--- config.mk ---
export PLATFORM = sky130hd
export DESIGN_NAME = imm_gen_stage
export DESIGN_NICKNAME = d
export VERILOG_FILES = /design/src/rtl/imm_gen_stage.sv
export SDC_FILE = /design/constraint.sdc
export NUM_CORES = 1
export LEC_CHECK = 0
export ABC_AREA = 1
export CAP_MARGIN = 20
export CORE_ASPECT_RATIO = 1.25
export CORE_MARGIN = 2
export CORE_UTILIZATION = 52
export DETAILED_ROUTE_END_ITERATION = 6
export PLACE_DENSITY_LB_ADDON = 0.3
export SETUP_SLACK_MARGIN = 0.02
export SYNTH_ARGS = -nofsm -noshare
export SYNTH_HDL_FRONTEND = slang
export SYNTH_SLANG_ARGS = --single-unit
--- constraint.sdc ---
create_clock -name clk -period 1.99 [get_ports clk]
set_input_delay 0.398 -clock clk [delete_from_list [all_inputs] [get_ports clk]]
set_output_delay 0.398 -clock clk [all_outputs]
set_load 0.05 [all_outputs]
--- src/rtl/imm_gen_stage.sv ---
// imm_gen_stage: pipelined RV32/RV64 immediate generator with a 2-entry skid buffer.
//
// Decodes the instruction format from the opcode, builds the XLEN-wide
// immediate combinationally from in_ir and captures it (with the format code,
// illegal flag and pass-through tag) into a main/skid register pair.
//
// Ports:
//   clk          rising-edge clock
//   reset        asynchronous active-low reset
//   flush        synchronous flush; clears both entries, ignores accept
//   in_valid     instruction offered
//   in_ready     stage can accept (inverse of skid valid, register-driven)
//   in_ir        32-bit instruction word
//   in_tag       TAG_W-bit sideband (normally the PC)
//   out_valid    main entry holds a result
//   out_ready    downstream accepts the result
//   out_imm      XLEN-bit extended immediate
//   out_fmt      0 NONE, 1 I, 2 S, 3 B, 4 U, 5 J, 6 SH, 7 Z
//   out_illegal  unhandled opcode or reserved shift encoding
//   out_tag      tag of the presented instruction
module imm_gen_stage #(
  parameter int XLEN  = 32,
  parameter int TAG_W = 32
) (
  input  logic             clk,
  input  logic             reset,
  input  logic             flush,
  input  logic             in_valid,
  output logic             in_ready,
  input  logic [31:0]      in_ir,
  input  logic [TAG_W-1:0] in_tag,
  output logic             out_valid,
  input  logic             out_ready,
  output logic [XLEN-1:0]  out_imm,
  output logic [2:0]       out_fmt,
  output logic             out_illegal,
  output logic [TAG_W-1:0] out_tag
);

  if (!(XLEN == 32 || XLEN == 64)) begin : g_bad_xlen
    $error("imm_gen_stage: XLEN must be 32 or 64");
  end

  typedef enum logic [2:0] {
    FMT_NONE = 3'd0,
    FMT_I    = 3'd1,
    FMT_S    = 3'd2,
    FMT_B    = 3'd3,
    FMT_U    = 3'd4,
    FMT_J    = 3'd5,
    FMT_SH   = 3'd6,
    FMT_Z    = 3'd7
  } fmt_e;

  localparam logic [6:0] OPC_LOAD     = 7'b0000011;
  localparam logic [6:0] OPC_JALR     = 7'b1100111;
  localparam logic [6:0] OPC_OP_IMM   = 7'b0010011;
  localparam logic [6:0] OPC_STORE    = 7'b0100011;
  localparam logic [6:0] OPC_BRANCH   = 7'b1100011;
  localparam logic [6:0] OPC_LUI      = 7'b0110111;
  localparam logic [6:0] OPC_AUIPC    = 7'b0010111;
  localparam logic [6:0] OPC_JAL      = 7'b1101111;
  localparam logic [6:0] OPC_SYSTEM   = 7'b1110011;
  localparam logic [6:0] OPC_OP_IMM32 = 7'b0011011;
  localparam logic [6:0] OPC_OP       = 7'b0110011;
  localparam logic [6:0] OPC_OP32     = 7'b0111011;

  // ---------------------------------------------------------------------------
  // Combinational decode
  // ---------------------------------------------------------------------------
  logic [6:0]         w_opc;
  logic [2:0]         w_f3;
  logic               w_f3_shift;
  logic               w_sh_wide;
  fmt_e               w_fmt;
  logic               w_illegal;
  logic signed [31:0] w_sel32;
  logic [XLEN-1:0]    w_imm;

  assign w_opc      = in_ir[6:0];
  assign w_f3       = in_ir[14:12];
  assign w_f3_shift = (w_f3 == 3'b001) || (w_f3 == 3'b101);
  // Only RV64 OP-IMM shifts use the 6-bit shamt; everything else uses 5 bits
  // and treats ir[25] as a reserved bit.
  assign w_sh_wide  = (XLEN == 64) && (w_opc == OPC_OP_IMM);

  always_comb begin
    w_fmt     = FMT_NONE;
    w_illegal = 1'b0;
    case (w_opc)
      OPC_LOAD, OPC_JALR: w_fmt = FMT_I;
      OPC_OP_IMM:         w_fmt = w_f3_shift ? FMT_SH : FMT_I;
      OPC_STORE:          w_fmt = FMT_S;
      OPC_BRANCH:         w_fmt = FMT_B;
      OPC_LUI, OPC_AUIPC: w_fmt = FMT_U;
      OPC_JAL:            w_fmt = FMT_J;
      OPC_SYSTEM:         w_fmt = w_f3[2] ? FMT_Z : FMT_I;
      OPC_OP_IMM32: begin
        if (XLEN == 64) w_fmt = w_f3_shift ? FMT_SH : FMT_I;
        else            w_illegal = 1'b1;
      end
      OPC_OP, OPC_OP32:   w_fmt = FMT_NONE;
      default:            w_illegal = 1'b1;
    endcase
    if ((w_fmt == FMT_SH) && !w_sh_wide && in_ir[25]) w_illegal = 1'b1;
  end

  // Every immediate fits in a signed 32-bit value (zero-extended fields have a
  // clear sign bit), so one sign extension to XLEN covers all formats.
  always_comb begin
    w_sel32 = '0;
    case (w_fmt)
      FMT_I:  w_sel32 = {{20{in_ir[31]}}, in_ir[31:20]};
      FMT_S:  w_sel32 = {{20{in_ir[31]}}, in_ir[31:25], in_ir[11:7]};
      FMT_B:  w_sel32 = {{19{in_ir[31]}}, in_ir[31], in_ir[7], in_ir[30:25],
                         in_ir[11:8], 1'b0};
      FMT_U:  w_sel32 = {in_ir[31:12], 12'b0};
      FMT_J:  w_sel32 = {{11{in_ir[31]}}, in_ir[31], in_ir[19:12], in_ir[20],
                         in_ir[30:21], 1'b0};
      FMT_SH: w_sel32 = w_sh_wide ? {26'b0, in_ir[25:20]} : {27'b0, in_ir[24:20]};
      FMT_Z:  w_sel32 = {27'b0, in_ir[19:15]};
      default: w_sel32 = '0;
    endcase
  end

  assign w_imm = XLEN'(w_sel32);

  // ---------------------------------------------------------------------------
  // Two-entry storage: main drives the outputs, skid absorbs one extra accept
  // ---------------------------------------------------------------------------
  logic            r_m_vld, r_s_vld;
  logic [XLEN-1:0] r_m_imm, r_s_imm;
  fmt_e            r_m_fmt, r_s_fmt;
  logic            r_m_ill, r_s_ill;
  logic [TAG_W-1:0] r_m_tag, r_s_tag;

  logic w_acc, w_drn;
  logic w_load_main_new, w_load_main_skid, w_load_skid;
  logic w_m_vld_nxt, w_s_vld_nxt;

  assign w_acc = in_valid & ~r_s_vld;
  assign w_drn = r_m_vld & out_ready;

  // An accept is only possible with skid empty, so skid->main and new->main
  // never coincide.
  assign w_load_main_skid = w_drn & r_s_vld;
  assign w_load_main_new  = w_acc & (~r_m_vld | w_drn);
  assign w_load_skid      = w_acc & r_m_vld & ~w_drn;
  assign w_m_vld_nxt      = w_load_main_new | w_load_main_skid | (r_m_vld & ~w_drn);
  assign w_s_vld_nxt      = w_load_skid | (r_s_vld & ~w_drn);

  always_ff @(posedge clk or negedge reset) begin
    if (!reset) begin
      r_m_vld <= 1'b0;
      r_s_vld <= 1'b0;
      r_m_imm <= '0;
      r_s_imm <= '0;
      r_m_fmt <= FMT_NONE;
      r_s_fmt <= FMT_NONE;
      r_m_ill <= 1'b0;
      r_s_ill <= 1'b0;
      r_m_tag <= '0;
      r_s_tag <= '0;
    end else if (flush) begin
      r_m_vld <= 1'b0;
      r_s_vld <= 1'b0;
    end else begin
      r_m_vld <= w_m_vld_nxt;
      r_s_vld <= w_s_vld_nxt;
      if (w_load_main_new) begin
        r_m_imm <= w_imm;
        r_m_fmt <= w_fmt;
        r_m_ill <= w_illegal;
        r_m_tag <= in_tag;
      end else if (w_load_main_skid) begin
        r_m_imm <= r_s_imm;
        r_m_fmt <= r_s_fmt;
        r_m_ill <= r_s_ill;
        r_m_tag <= r_s_tag;
      end
      if (w_load_skid) begin
        r_s_imm <= w_imm;
        r_s_fmt <= w_fmt;
        r_s_ill <= w_illegal;
        r_s_tag <= in_tag;
      end
    end
  end

  assign in_ready    = ~r_s_vld;
  assign out_valid   = r_m_vld;
  assign out_imm     = r_m_imm;
  assign out_fmt     = r_m_fmt;
  assign out_illegal = r_m_ill;
  assign out_tag     = r_m_tag;

endmodule

==> metrics.yaml <==
floorplan:
  core_area_um2: 12600
  rows: 46
  die_w_um: 105
  dieArea_um2: 13800
  die_height_um: 131
  ios: 139
  start_util_pct: 53.0
clocking:
  clk_path_buf_depth: 2
  post_cts_buffers: 0
  cts-buffers-inserted: 17
  cts_root_buf: "clkbuf_16"
  cts_tree: "built"
  cts_htree_levels: 4
  cts.clk_slew.worst_paths_ns: 0.06
  clock_sinks: 138
  clock_latency_ns: 0.42
yosys:
  synthCells: 864
  post-synth-top-area-cell: "dfrtp_1"
  synth_top_flop_cell: "dfrtp_1"
  yosysWarnings: 0
  synth_top_area_share_pct: 51.7
  synth_fp_nets: 933
  synth_cell_types: 29
  syn_area_per_cell_um2: 7.73
  synthTopCellsByArea: "dfrtp_1 (52%), nand2_1 (18%), a31oi_1 (3.7%)"
  synth-seq-cells: 138
  async_flop_share_pct: 100
  synth_area_um2: 6680
  synth_edf_count: 0
  synth-seq-area-share_pct: 51.7
timing:
  finalHoldViolCount: 0
  fmax_mhz: 546
  worst_hold_slack_ns: 0.473
  skew_ns: 0.00926
  tightest_slew_ns: 0.536
  grt_setup_unrepaired: "false"
  finalWorstSetupSlack_ns: 0.159
  setup_viol: 0
  maxSlewHeadroom_pct: 64.4
  final.period_utilization_pct: 92.0
  setup_tns_ns: 0
  period_needed_ns: 1.83
  drv_slew: 0
placed_design:
  dpl_worst_slack_ns: -0.235
  dpl.hpwl_mm: 11.2
  placed_cells: 1159
  numPortBuffers: 138
  dpl-instance-area_um2: 8430
  place_congestion: 0.836
routing:
  drt_first_pass_iters: 5
  wl_mm: 17.1
  vias_per_cell: 5.21
  vias: 6205
  wire_per_inst_um: 14.4
  drcViolationCount: 0
  drt-initial-drc-count: 357
  ant_nets: 0
setup_path:
  path_max_fanout: 4
  r2r-end: "out_tag[6]$_DFFE_PN0P_"
  reg2reg_setup_slack_ns: 0.25
  critPathKind: "input port to flip-flop"
  critPathRequiredTime_ns: 2.29
  r2r-start: "r_s_vld$_DFF_PN0_"
  endpoint_kind: "flip-flop"
  arrival_ns: 2.13
  cp-start-kind: "input port"
  r2r_cells: 9
power_and_ir_drop:
  p_leak_nw: 4.64
  p_sw_share_pct: 35.9
  pwr-share-seq_pct: 38.1
  power_mw: 9.87
  p_comb_share_pct: 29.4
  powerDensity_nw_per_um2: 1100
  pwr-share-clk_pct: 32.5
  ir_worst_vdd_uv: 572
  p_sw_mw: 3.54
  p_int_mw: 6.32
layout:
  multi_input_area_um2: 2680
  area_delta_synth_final_pct: 34.8
  finalNonFillerCells: 1192
  final_util_pct: 71.4
  nFillCells: 1021
  nets: 1080
  insertedDiodeCount: 0
  register_area_um2: 3450
  drive_gt1_share_pct: 11.3
  postLayoutCellArea_um2: 9000
worst_hold_path:
  hold_class: "flip-flop to flip-flop"
  holdPathEnd: "out_imm[26]$_DFFE_PN0P_"
  hp-start: "out_imm[26]$_DFFE_PN0P_"
  hold_depth: 2
global_route:
  grt_overflow: 0
  use_met2_pct: 44.2
  grt_antenna_before_repair: 0
  gr-max-usage-layer: "met2"
  grt_start_max_net_pins: 65
  globalRouteTotalUtil_pct: 25.9
  grtUsageMet1_pct: 32.3
  grt_util_met3_pct: 6.25
  grt_pass1_wl_mm: 28.4
  grt_pass1_vias: 5990
run:
  cap_violations: 0
status:
  status: "completed"
==> routing by layer <==
| metal | vias up | share of wire, % |
|---|---|---|
| met3 | 28 | 6.8 |
| met1 | 2906 | 41 |
| met5 | - | 0 |
| li1 | 3058 | - |
| met4 | 0 | 1.8 |
| met2 | 213 | 50 |
==> state kept, by name, summed over array words and instances, names as in the netlist <==
register     count
out_tag         32
out_valid        1
r_s_tag         32
r_s_fmt          3
out_imm         32
out_fmt          3
out_illegal      1
r_s_imm         32
r_s_ill          1
r_s_vld          1
==> cells by family (layout without fill, tap and decap cells) <==
group,after synthesis,count (layout),synth area share [%]
buffers and inverters,125,285,8.13
AO/OA/AOI/OAI,126,126,10.4
AND/OR/NAND/NOR,475,475,29.7
flip-flops,138,138,51.7
==> cells in the final DEF, fill, tap and decap left out, types with 10 or more instances in the layout <==
master	count
a21oi_1	33
a31oi_1	39
buf_12	11
buf_4	42
clkbuf_16	17
clkdlybuf4s50_1	67
dfrtp_1	138
dlygate4sd2_1	52
inv_1	60
inv_2	10
nand2_1	327
nand3_1	39
nand4_1	23
nor2_1	65
o21ai_0	25
o21ai_1	24
==> worst max-delay path, stage by stage <==
cell             delay, ns
clkdlybuf4s50_1       0.53
inv_1                 0.08
nand2_2               0.09
nor2_4                0.05
nand2_1               0.06
nand2_1               0.07
nor2_1                0.16
nand2_2               0.09
nand2_1               0.11
nand2_1               0.13
nand2_1               0.12
nand3_1               0.09
nand2_1               0.10
nand2_1               0.06
==> timing repair <==
| action | in CTS | in global routing |
|---|---|---|
| hold buffers | 1 | 0 |
| endpoints found under the hold margin | 41 | 0 |
| endpoints found under the setup margin | 52 | 8 |
| resized for setup | 52 | 8 |
==> synthesized netlist by cell type (2+ instances only) <==
cell      instances
clkinv_1          2
buf_6             4
o21ai_0          25
inv_1            60
buf_4             4
buf_1             3
buf_2            23
clkbuf_1         20
a22o_1            3
nor2_4            4
nand4_1          23
nor2_2            2
a31oi_1          39
nand2_2           8
nand3_1          39
nor2_1           65
inv_2             9
dfrtp_1         138
a21oi_1          33
nand2_1         328
o21ai_1          24
==> how the worst max path moves through the flow <==
| stage | to | start | slack [ns] |
|---|---|---|---|
| final | out_imm[1]$_DFFE_PN0P_ | in_ir[4] | 0.16 |
| after CTS | out_tag[31] | out_tag[31]$_DFFE_PN0P_ | 0.02 |
| after floorplan | r_s_imm[0]$_DFFE_PN0P_ | out_valid$_DFF_PN0_ | 0.15 |
| after global routing | out_imm[25]$_DFFE_PN0P_ | in_ir[4] | 0.03 |
| after detailed placement | out_imm[1]$_DFFE_PN0P_ | in_ir[4] | -0.23 |
| after global placement | out_imm[1]$_DFFE_PN0P_ | in_ir[4] | -0.21 |
==> final cells by class <==
type / count / area share (%)
clock inverters: 12 / 1.54
well taps: 168 / 2.33
repair buffers: 182 / 19.8
inverters: 71 / 2.96
multi-input cells: 601 / 29.8
clock buffers: 20 / 5.18
flip-flops and latches: 138 / 38.4
==> power by group through the flow <==
stage,Clock [mW],Sequential [mW],Combinational [mW]
detailed placement,0,3.81,3.07
global placement,0,3.80,3.03
finish,3.21,3.76,2.90
global route,3.36,3.83,3.15
CTS,3.25,3.76,2.93
floorplan,0,4.83,0.898
No activity file was read; power rests on OpenSTA's default activity.
